`config.mk`:
```
export PLATFORM = sky130hd
export DESIGN_NAME = hour_set_12_24
export DESIGN_NICKNAME = d
export VERILOG_FILES = /design/src/rtl/world_clock_pkg.sv /design/src/rtl/hour_set_12_24_btn_step.sv /design/src/rtl/hour_set_12_24.sv
export SDC_FILE = /design/constraint.sdc
export NUM_CORES = 1
export LEC_CHECK = 0
export CAP_MARGIN = 20
export CORE_AREA = 2 2 100 102
export CTS_CLUSTER_DIAMETER = 50
export DETAILED_ROUTE_END_ITERATION = 12
export DIE_AREA = 0 0 102 104
export PLACE_DENSITY = 0.7
export SLEW_MARGIN = 40
export SYNTH_ARGS = -nofsm -noshare
export SYNTH_HDL_FRONTEND = slang
export SYNTH_SLANG_ARGS = --single-unit
```
`constraint.sdc`:
```
create_clock -name clk -period 14.4 [get_ports clk]
set_input_delay 2.16 -clock clk [delete_from_list [all_inputs] [get_ports clk]]
set_output_delay 2.16 -clock clk [all_outputs]
set_load 0.01 [all_outputs]
```
`src/rtl/world_clock_pkg.sv`:
```
// Shared world-clock types and hour/minute helpers: canonical 12h form,
// conversions to and from 24h, and field stepping.
package world_clock_pkg;

    localparam int unsigned HOURS_PER_DAY = 24;
    localparam int unsigned MIN_PER_HOUR  = 60;
    localparam int unsigned NOON_HOUR     = 12;
    localparam int unsigned HOUR_W        = 5;
    localparam int unsigned MIN_W         = 6;

    typedef enum logic [1:0] {
        IDLE,
        EDIT_HOUR,
        EDIT_MIN,
        COMMIT
    } set_state_e;

    typedef struct packed {
        logic [HOUR_W-1:0] hour;
        logic              pm;
    } h12_t;

    // Out-of-range hours are treated as midnight.
    function automatic h12_t to_h12(input logic [HOUR_W-1:0] h24);
        h12_t r;
        r.hour = '0;
        r.pm   = 1'b0;
        if (h24 < HOUR_W'(NOON_HOUR)) begin
            r.hour = h24;
        end else if (h24 == HOUR_W'(NOON_HOUR)) begin
            r.hour = HOUR_W'(NOON_HOUR);
            r.pm   = 1'b1;
        end else if (h24 < HOUR_W'(HOURS_PER_DAY)) begin
            r.hour = h24 - HOUR_W'(NOON_HOUR);
            r.pm   = 1'b1;
        end
        return r;
    endfunction

    function automatic logic [HOUR_W-1:0] to_h24(input h12_t t);
        logic [HOUR_W-1:0] h;
        if (!t.pm || t.hour == HOUR_W'(NOON_HOUR)) h = t.hour;
        else                                        h = t.hour + HOUR_W'(NOON_HOUR);
        return h;
    endfunction

    // Stepping in 24h space gives the AM 0..11 -> PM 12,1..11 -> AM 0 order.
    function automatic h12_t step_hour(input h12_t t, input logic up);
        logic [HOUR_W-1:0] h;
        h = to_h24(t);
        if (up) h = (h == HOUR_W'(HOURS_PER_DAY - 1)) ? '0 : h + HOUR_W'(1);
        else    h = (h == '0) ? HOUR_W'(HOURS_PER_DAY - 1) : h - HOUR_W'(1);
        return to_h12(h);
    endfunction

    function automatic logic [MIN_W-1:0] step_min(input logic [MIN_W-1:0] m, input logic up);
        logic [MIN_W-1:0] r;
        if (up) r = (m == MIN_W'(MIN_PER_HOUR - 1)) ? '0 : m + MIN_W'(1);
        else    r = (m == '0) ? MIN_W'(MIN_PER_HOUR - 1) : m - MIN_W'(1);
        return r;
    endfunction

    function automatic h12_t toggle_ampm(input h12_t t);
        h12_t r;
        r = t;
        if (!t.pm) begin
            r.pm = 1'b1;
            if (t.hour == '0) r.hour = HOUR_W'(NOON_HOUR);
        end else begin
            r.pm = 1'b0;
            if (t.hour == HOUR_W'(NOON_HOUR)) r.hour = '0;
        end
        return r;
    endfunction

endpackage

```
`src/rtl/hour_set_12_24_btn_step.sv`:
```
// Per-button step pulse: rising-edge detect, plus hold auto-repeat when
// HOLD_REPEAT_EN is defined.
module btn_step (
    input  logic clk,
    input  logic rst,
    input  logic btn,
    output logic step_c
);

`ifdef HOLD_REPEAT_EN
    parameter int unsigned REPEAT_DELAY = 32'd50_000_000;
    parameter int unsigned REPEAT_RATE  = 32'd10_000_000;
`endif

    logic btn_q;
    logic edge_c;

    always_ff @(posedge clk) begin
        if (rst) btn_q <= 1'b0;
        else     btn_q <= btn;
    end

    assign edge_c = btn & ~btn_q;

`ifdef HOLD_REPEAT_EN
    logic [31:0] hold_cnt_q;
    logic        repeating_q;
    logic        repeat_c;

    // First repeat after REPEAT_DELAY held cycles, then every REPEAT_RATE.
    assign repeat_c = btn & btn_q &
        (hold_cnt_q == (repeating_q ? 32'(REPEAT_RATE - 1) : 32'(REPEAT_DELAY - 1)));

    always_ff @(posedge clk) begin
        if (rst || !btn) begin
            hold_cnt_q  <= '0;
            repeating_q <= 1'b0;
        end else if (repeat_c) begin
            hold_cnt_q  <= '0;
            repeating_q <= 1'b1;
        end else begin
            hold_cnt_q  <= hold_cnt_q + 32'd1;
        end
    end

    assign step_c = edge_c | repeat_c;
`else
    assign step_c = edge_c;
`endif

endmodule

```
`src/rtl/hour_set_12_24.sv`:
```
// Hour/minute set controller editing in 12h or 24h form, committing in 24h.
// Optional hold auto-repeat on inc/dec via HOLD_REPEAT_EN.
module hour_set_12_24 #(
    parameter int unsigned TIMEOUT_CYCLES = 32'd500_000_000
`ifdef HOLD_REPEAT_EN
    ,
    parameter int unsigned REPEAT_DELAY   = 32'd50_000_000,
    parameter int unsigned REPEAT_RATE    = 32'd10_000_000
`endif
) (
    input  logic       clk,
    input  logic       rst,
    input  logic       mode_12h,
    input  logic       btn_set,
    input  logic       btn_inc,
    input  logic       btn_dec,
    input  logic       btn_ampm,
    input  logic [4:0] cur_hour24,
    input  logic [5:0] cur_min,
    output logic [4:0] hour_disp,
    output logic       is_pm,
    output logic [5:0] min_disp,
    output logic       editing,
    output logic       edit_field,
    output logic       load,
    output logic [4:0] hour24_out,
    output logic [5:0] min_out
);
    import world_clock_pkg::*;

    set_state_e        state_q, state_d;
    h12_t              edit_q, edit_d, disp_c;
    logic [MIN_W-1:0]  min_q, min_d;
    logic [31:0]       idle_cnt_q, idle_cnt_d;
    logic              set_q, ampm_q;
    logic              set_edge, ampm_edge, inc_step, dec_step, any_edge;

    logic [HOUR_W-1:0] hour_disp_d, hour24_out_d;
    logic [MIN_W-1:0]  min_disp_d, min_out_d;
    logic              is_pm_d, editing_d, edit_field_d, load_d;

`ifdef HOLD_REPEAT_EN
    btn_step #(.REPEAT_DELAY(REPEAT_DELAY), .REPEAT_RATE(REPEAT_RATE)) u_inc (
        .clk(clk), .rst(rst), .btn(btn_inc), .step_c(inc_step));
    btn_step #(.REPEAT_DELAY(REPEAT_DELAY), .REPEAT_RATE(REPEAT_RATE)) u_dec (
        .clk(clk), .rst(rst), .btn(btn_dec), .step_c(dec_step));
`else
    btn_step u_inc (.clk(clk), .rst(rst), .btn(btn_inc), .step_c(inc_step));
    btn_step u_dec (.clk(clk), .rst(rst), .btn(btn_dec), .step_c(dec_step));
`endif

    assign set_edge  = btn_set & ~set_q;
    assign ampm_edge = btn_ampm & ~ampm_q;
    assign any_edge  = set_edge | ampm_edge | inc_step | dec_step;

    // Next state, edit registers and the registered output values.
    always_comb begin
        state_d      = state_q;
        edit_d       = edit_q;
        min_d        = min_q;
        idle_cnt_d   = '0;
        load_d       = 1'b0;
        hour24_out_d = hour24_out;
        min_out_d    = min_out;

        unique case (state_q)
            IDLE: begin
                if (set_edge) begin
                    state_d = EDIT_HOUR;
                    edit_d  = to_h12(cur_hour24);
                    min_d   = cur_min;
                end
            end
            EDIT_HOUR, EDIT_MIN: begin
                idle_cnt_d = any_edge ? '0 : idle_cnt_q + 32'd1;
                if (set_edge) begin
                    state_d = (state_q == EDIT_HOUR) ? EDIT_MIN : COMMIT;
                end else begin
                    if (state_q == EDIT_HOUR) begin
                        if (ampm_edge && mode_12h) edit_d = toggle_ampm(edit_d);
                        if (inc_step ^ dec_step)   edit_d = step_hour(edit_d, inc_step);
                    end else if (inc_step ^ dec_step) begin
                        min_d = step_min(min_q, inc_step);
                    end
                    if (!any_edge && idle_cnt_q == 32'(TIMEOUT_CYCLES - 1)) begin
                        state_d    = IDLE;
                        idle_cnt_d = '0;
                    end
                end
                if (state_d == COMMIT) begin
                    load_d       = 1'b1;
                    hour24_out_d = to_h24(edit_q);
                    min_out_d    = min_q;
                end
            end
            COMMIT:  state_d = IDLE;
            default: state_d = IDLE;
        endcase

        disp_c       = (state_d == IDLE) ? to_h12(cur_hour24) : edit_d;
        min_disp_d   = (state_d == IDLE) ? cur_min : min_d;
        hour_disp_d  = mode_12h ? disp_c.hour : to_h24(disp_c);
        is_pm_d      = mode_12h & disp_c.pm;
        editing_d    = (state_d == EDIT_HOUR) || (state_d == EDIT_MIN);
        edit_field_d = (state_d == EDIT_MIN);
    end

    always_ff @(posedge clk) begin
        if (rst) begin
            state_q    <= IDLE;
            edit_q     <= '0;
            min_q      <= '0;
            idle_cnt_q <= '0;
            set_q      <= 1'b0;
            ampm_q     <= 1'b0;
            hour_disp  <= '0;
            is_pm      <= 1'b0;
            min_disp   <= '0;
            editing    <= 1'b0;
            edit_field <= 1'b0;
            load       <= 1'b0;
            hour24_out <= '0;
            min_out    <= '0;
        end else begin
            state_q    <= state_d;
            edit_q     <= edit_d;
            min_q      <= min_d;
            idle_cnt_q <= idle_cnt_d;
            set_q      <= btn_set;
            ampm_q     <= btn_ampm;
            hour_disp  <= hour_disp_d;
            is_pm      <= is_pm_d;
            min_disp   <= min_disp_d;
            editing    <= editing_d;
            edit_field <= edit_field_d;
            load       <= load_d;
            hour24_out <= hour24_out_d;
            min_out    <= min_out_d;
        end
    end

endmodule

```
== After elaboration in Yosys (flattened, before gate mapping) ==
Index checks and enable logic that the tools add are counted.

* Input bits: 18
* Register bits after elaboration: 76
* Logic and storage cells: 132

* $add $sub $neg: 10
* Magnitude comparators: 4
* Eq/ne operators: 14
* Reductions and logical operators: 18
* Mux-type cells: 55
* Bitwise gates (word level): 14

{| class="wikitable"
|+ Operators by type and width
! cell !! number
|-
| 6-bit 2-to-1 mux || 22
|-
| 32-bit 2-to-1 mux || 3
|-
| 5-bit 2-to-1 mux || 19
|-
| 32-bit by 1-bit adder with 32-bit output, second input constant || 1
|-
| 32-bit by 29-bit equality test with 1-bit output, second input constant || 1
|-
| 5-bit by 4-bit equality test with 1-bit output, second input constant || 5
|-
| 6-bit one-hot mux with 2 select lines || 2
|-
| 5-bit by 4-bit adder with 5-bit output, second input constant || 3
|-
| 5-bit logical NOT || 2
|-
| 5-bit by 4-bit less-than comparator with 1-bit output, second input constant || 2
|-
| 5-bit less-than comparator, second input constant || 2
|-
| 5-bit by 4-bit subtractor with 5-bit output, second input constant || 2
|-
| 2-bit equality test, second input constant || 4
|-
| 2-bit 2-to-1 mux || 4
|-
| 6-bit by 1-bit adder with 6-bit output, second input constant || 1
|-
| 6-bit equality test, second input constant || 1
|-
| 6-bit logical NOT || 1
|-
| 2-bit one-hot mux with 3 select lines || 1
|-
| 6-bit by 1-bit subtractor with 6-bit output, second input constant || 1
|-
| 5-bit by 1-bit adder with 5-bit output, second input constant || 1
|-
| 1-bit bitwise AND || 5
|-
| 5-bit equality test, second input constant || 1
|-
| 1-bit NOT || 5
|-
| 5-bit by 1-bit subtractor with 5-bit output, second input constant || 1
|-
| other kinds (10) || 25
|}

== Depth between registers and ports, before layout ==
* Depth after elaboration: 34
* Depth in mapped cells: 29
* Depth with buffers taken out: 27

== Cells and area by module ==
A second synthesis with hierarchy kept.

* Cell total of the unflattened synthesis: 607
* Area total of the unflattened synthesis: 4758.3 µm²

{| class="wikitable"
|+ By module, submodules not included
! module !! area an instance (µm²) !! sequential area each (µm²) !! times used !! cells each
|-
| hour_set_12_24 || 4663.2 || 1481.4 || 1 || 601
|-
| btn_step || 47.5 || 20.0 || 2 || 3
|}

== Worst setup path after synthesis ==
Ideal clock, no wire load.

* Path kind: input port to flip-flop
* Start point: input mode_12h
* End point: register hour_disp[4]
* Stages on the path: 25
* Path buffers: 1
* Required time: 14329 ps
* Arrival: 6313 ps
* Setup slack: 8017 ps
* Cell sequence: nand3b_1 > o21ai_1 > a21oi_1 > ha_1 > nand3b_1 > o2111ai_1 > nor4_1 > a31o_1 > a211o_1 > and2_1 > buf_6 > inv_2 > ha_1 > and3_1 > nor2_1 > o41ai_1 > a31o_1 > a221oi_1 > inv_1 > ha_1 > inv_1 > a311oi_1 > o211a_1 > or4b_1 > a21oi_1

* Word-level cells in the longest chain between the ends: 32
* Elaborated cells on any way between the ends: 44
* Classes of those cells: 5 x add/sub; 2 x order compare; 4 x eq/ne; 27 x mux; 6 x reduce/logical

{| class="wikitable"
|+ Ends and longest elaborated chain
! what !! RTL line !! RTL
|-
| from (decl) || hour_set_12_24.sv:13 || <nowiki>input logic mode_12h,</nowiki>
|-
| branches (longest 31 deep; another with 5-bit by 4-bit adder with 5-bit output) || -- ||
|-
| 5-bit 2-to-1 mux (*) || hour_set_12_24.sv:102 || <nowiki>hour_disp_d = mode_12h ? disp_c.hour : to_h24(disp_c);</nowiki>
|-
| to (signal assigned) || hour_set_12_24.sv:131 || <nowiki>hour_disp <= hour_disp_d;</nowiki>
|-
| to (decl) || hour_set_12_24.sv:20 || <nowiki>output logic [4:0] hour_disp,</nowiki>
|}

Every way passes the cells marked *. The select of a mux whose other input is x is not followed.
A chain may end at the register's enable or synchronous reset.

== Worst setup path in the final report ==
* Start point: input mode_12h
* End point: register hour_disp[2]

Same word-level chain as after synthesis.

==> results.ini <==
[synthesis]
synth_cell_types = 71
synth_cells = 603
yosysWarnings = 0
synth-seq-area-share = 0.3270
synth_area_per_cell_sq_um = 7.717
yosys-top-cells-area = dfxtp_1 33%, nor2_1 8.6%, ha_1 5.1%
syn_nets = 640
synthTopCellsByCount = 106 x nor2_1, 76 x dfxtp_1, 48 x nand2_1, 45 x a21oi_1
yosys_register_bits = 76
synth.cell_area_sq_um = 4653
synth-edff-count = 0
yosysMostFrequentCell = nor2_1
synthArstFlopShare = 0
synth_top_cell_by_area = dfxtp_1
synth_top_area_share = 0.3270
ys.flop_type = dfxtp_1

[worst_setup_path]
reg2reg_depth = 25
cp-start-kind = input pin
crit_arrival_ps = 7800
reg2reg_slack_ps = 8250
timing.rr.end = hour_disp[2]$_SDFF_PP0_
r2r_start = edit_q[3]$_SDFF_PP0_
end_kind = flip-flop
required_ps = 14650
cp_max_fo = 7
crit_type = in -> reg

[grt]
antenna_found_initial = 0
grt_use_total = 0.2268
grt_pass1_wl_mm = 19.75
grt.overflow.total = 0
grt_max_degree = 48
grt_pass1_vias = 4201

[placement]
place_hpwl_mm = 8.511
portBuffers = 43
place.gp.congestion = 0.8739

[power_and_ir_drop]
power_frac_comb = 0.262
p_leak_nw = 1.950
p_seq_frac = 0.432
p_per_area_nw_per_um2 = 98.76
finalPower_uw = 526.6
p_clk_frac = 0.306
switchingPower_uw = 183.5
vdd_drop_max_mv = 0.04702
p_int_uw = 343.1
swShare = 0.3485

[clock_tree]
path_clk_slew_ps = 90
clockBufferDepth = 2
numCtsBuffers = 9
root_buffer = clkbuf_8
cts_tree = done
cts_hold_buffers = 0
post-cts-setup-buffer-count = 0
htreeDepth = 3
clk_latency_ps = 370
cts-resized-gates = 0
cts_sinks = 76

[worst_hold_path]
hold_path.class = reg -> reg
worstHoldStart = idle_cnt_q[24]$_SDFF_PP0_
holdPathStages = 2
min_to = idle_cnt_q[24]$_SDFF_PP0_

[routing]
wl_per_cell_um = 15.15
drcViolationCount = 0
drt-total-wl_mm = 11.64
vias_per_cell = 5.642
dr.pass1.iters = 5
initialDrtViolationCount = 175
vias = 4333
drtAntennaViolNets = 0

[floorplanning]
die_w_um = 102
boundaryPins = 44
core_sq_um = 9549
fp.dieArea_sq_um = 10610
die_h_um = 104
rows = 36
start_util = 0.4873

[sta]
skew_ps = 16.35
timing.fmax_mhz = 132.5
period_minus_slack_ps = 7547
finalSetupViolCount = 0
fin_crit_sh = 0.5241
maxSlewHeadroom = 0.4301
drv_slew = 0
finalHoldWorstSlack_ps = 496.3
tightest_slew_ps = 848.3
tns_ps = 0
hold_viol_final = 0
rsz0062_at_grt = false

[finish]
regArea_sq_um = 1521
fillers = 932
nets = 667
area_growth_pct = 14.60
multi_input_area_sq_um = 2919
layout-drive-gt1-share = 0.05512
diodes = 0

[run]
drv_cap = 0

[status]
status = finished clean

==> power groups by stage <==
stage / Clock [mW] / Combinational, mW / Sequential, mW
after floorplan: 0 / 0.102 / 0.229
after global placement: 0 / 0.134 / 0.232
after detailed placement: 0 / 0.136 / 0.232
after CTS: 0.165 / 0.136 / 0.227
after global routing: 0.174 / 0.153 / 0.229
final: 0.161 / 0.138 / 0.227
==> state kept, by name, summed over array words and instances (netlist names), 2 cells and up <==
signal and cells:
idle_cnt_q 32, edit_q 6, min_disp 6, min_out 6, min_q 6, hour24_out 5, hour_disp 5, state_q 2
==> how the worst max path moves through the flow <==
stage | from | end | slack, ps | depth (start not counted)
2_1_floorplan | mode_12h | hour_disp[4]$_SDFF_PP0_ | 8020 | 25
3_3_place_gp | mode_12h | hour_disp[4]$_SDFF_PP0_ | 6790 | 25
3_5_place_dp | mode_12h | hour_disp[2]$_SDFF_PP0_ | 6600 | 25
4_1_cts | mode_12h | hour_disp[4]$_SDFF_PP0_ | 6960 | 25
5_1_grt | mode_12h | hour_disp[2]$_SDFF_PP0_ | 6340 | 25
6_report | mode_12h | hour_disp[2]$_SDFF_PP0_ | 6850 | 25
==> critical path, stage by stage <==
cell and delay, ps:
clkdlybuf4s50_1 630, nand3b_1 280, o21ai_1 270, a21oi_1 190
ha_1 280, nand3b_1 180, o2111ai_1 320, nor4_1 430
a31o_1 160, a211o_1 180, and2_1 280, inv_2 80
ha_1 230, and3_1 200, nor2_1 90, o41ai_1 70
a31o_1 200, a221oi_1 450, inv_1 100, ha_1 210
inv_1 60, a311oi_1 40, o211a_1 150, a21oi_1 220
mux2_1 350
==> layout by cell type, fill, tap and decap left out, types with 10 or more instances in the layout <==
cell type | Yosys | final
xnor2_1 | 20 | 20
nor3_1 | 15 | 15
mux2i_1 | 10 | 10
ha_1 | 19 | 18
and3_1 | 10 | 10
inv_1 | 25 | 25
o21ai_0 | 18 | 18
clkdlybuf4s50_1 | 0 | 42
dfxtp_1 | 76 | 76
nand3_1 | 17 | 17
nand2_1 | 48 | 48
xor2_1 | 19 | 19
nor2_1 | 106 | 106
nor2b_1 | 18 | 18
a21oi_1 | 45 | 45
==> cell type report <==
type / instances / share of cell area
Clock buffer: 9 / 0.02323
Clock inverter: 7 / 0.01220
Inverter: 27 / 0.01901
Multi-Input combinational cell: 472 / 0.5474
Sequential cell: 76 / 0.2853
Tap cell: 133 / 0.03121
Timing Repair Buffer: 44 / 0.08165
==> per-layer routing <==
metal / vias to the layer above / track usage / part of all wire
li1: 2168 / - / -
met1: 2006 / 0.3011 / 0.46
met2: 140 / 0.3651 / 0.47
met3: 19 / 0.04570 / 0.057
met4: 0 / 0.07524 / 0.015
met5: - / 0 / 0
==> through the flow <==
stage / worst slack [ps] / cells / utilization / area [sq um]
after CTS: 6964 / 768 / 0.5582 / 5330
after floorplan: 8017 / 603 / - / 4653
after global routing: 6341 / 768 / 0.5584 / 5333
final: 6853 / 768 / 0.5584 / 5333
after detailed placement: 6604 / 752 / 0.5384 / 5141
after global placement: 6793 / 752 / 0.5381 / 5139
==> logic make-up after synthesis <==
| group | count (synthesis) | synth area share |
|---|---|---|
| fa+ha+maj | 19 | 0.05109 |
| flops | 76 | 0.3270 |
| buf+inv | 55 | 0.04625 |
| xor+xnor | 39 | 0.07341 |
| mux | 15 | 0.03361 |
| simple gates | 269 | 0.2842 |
| compound gates | 130 | 0.1845 |
Note: power is estimated with default switching activity, not from simulation.
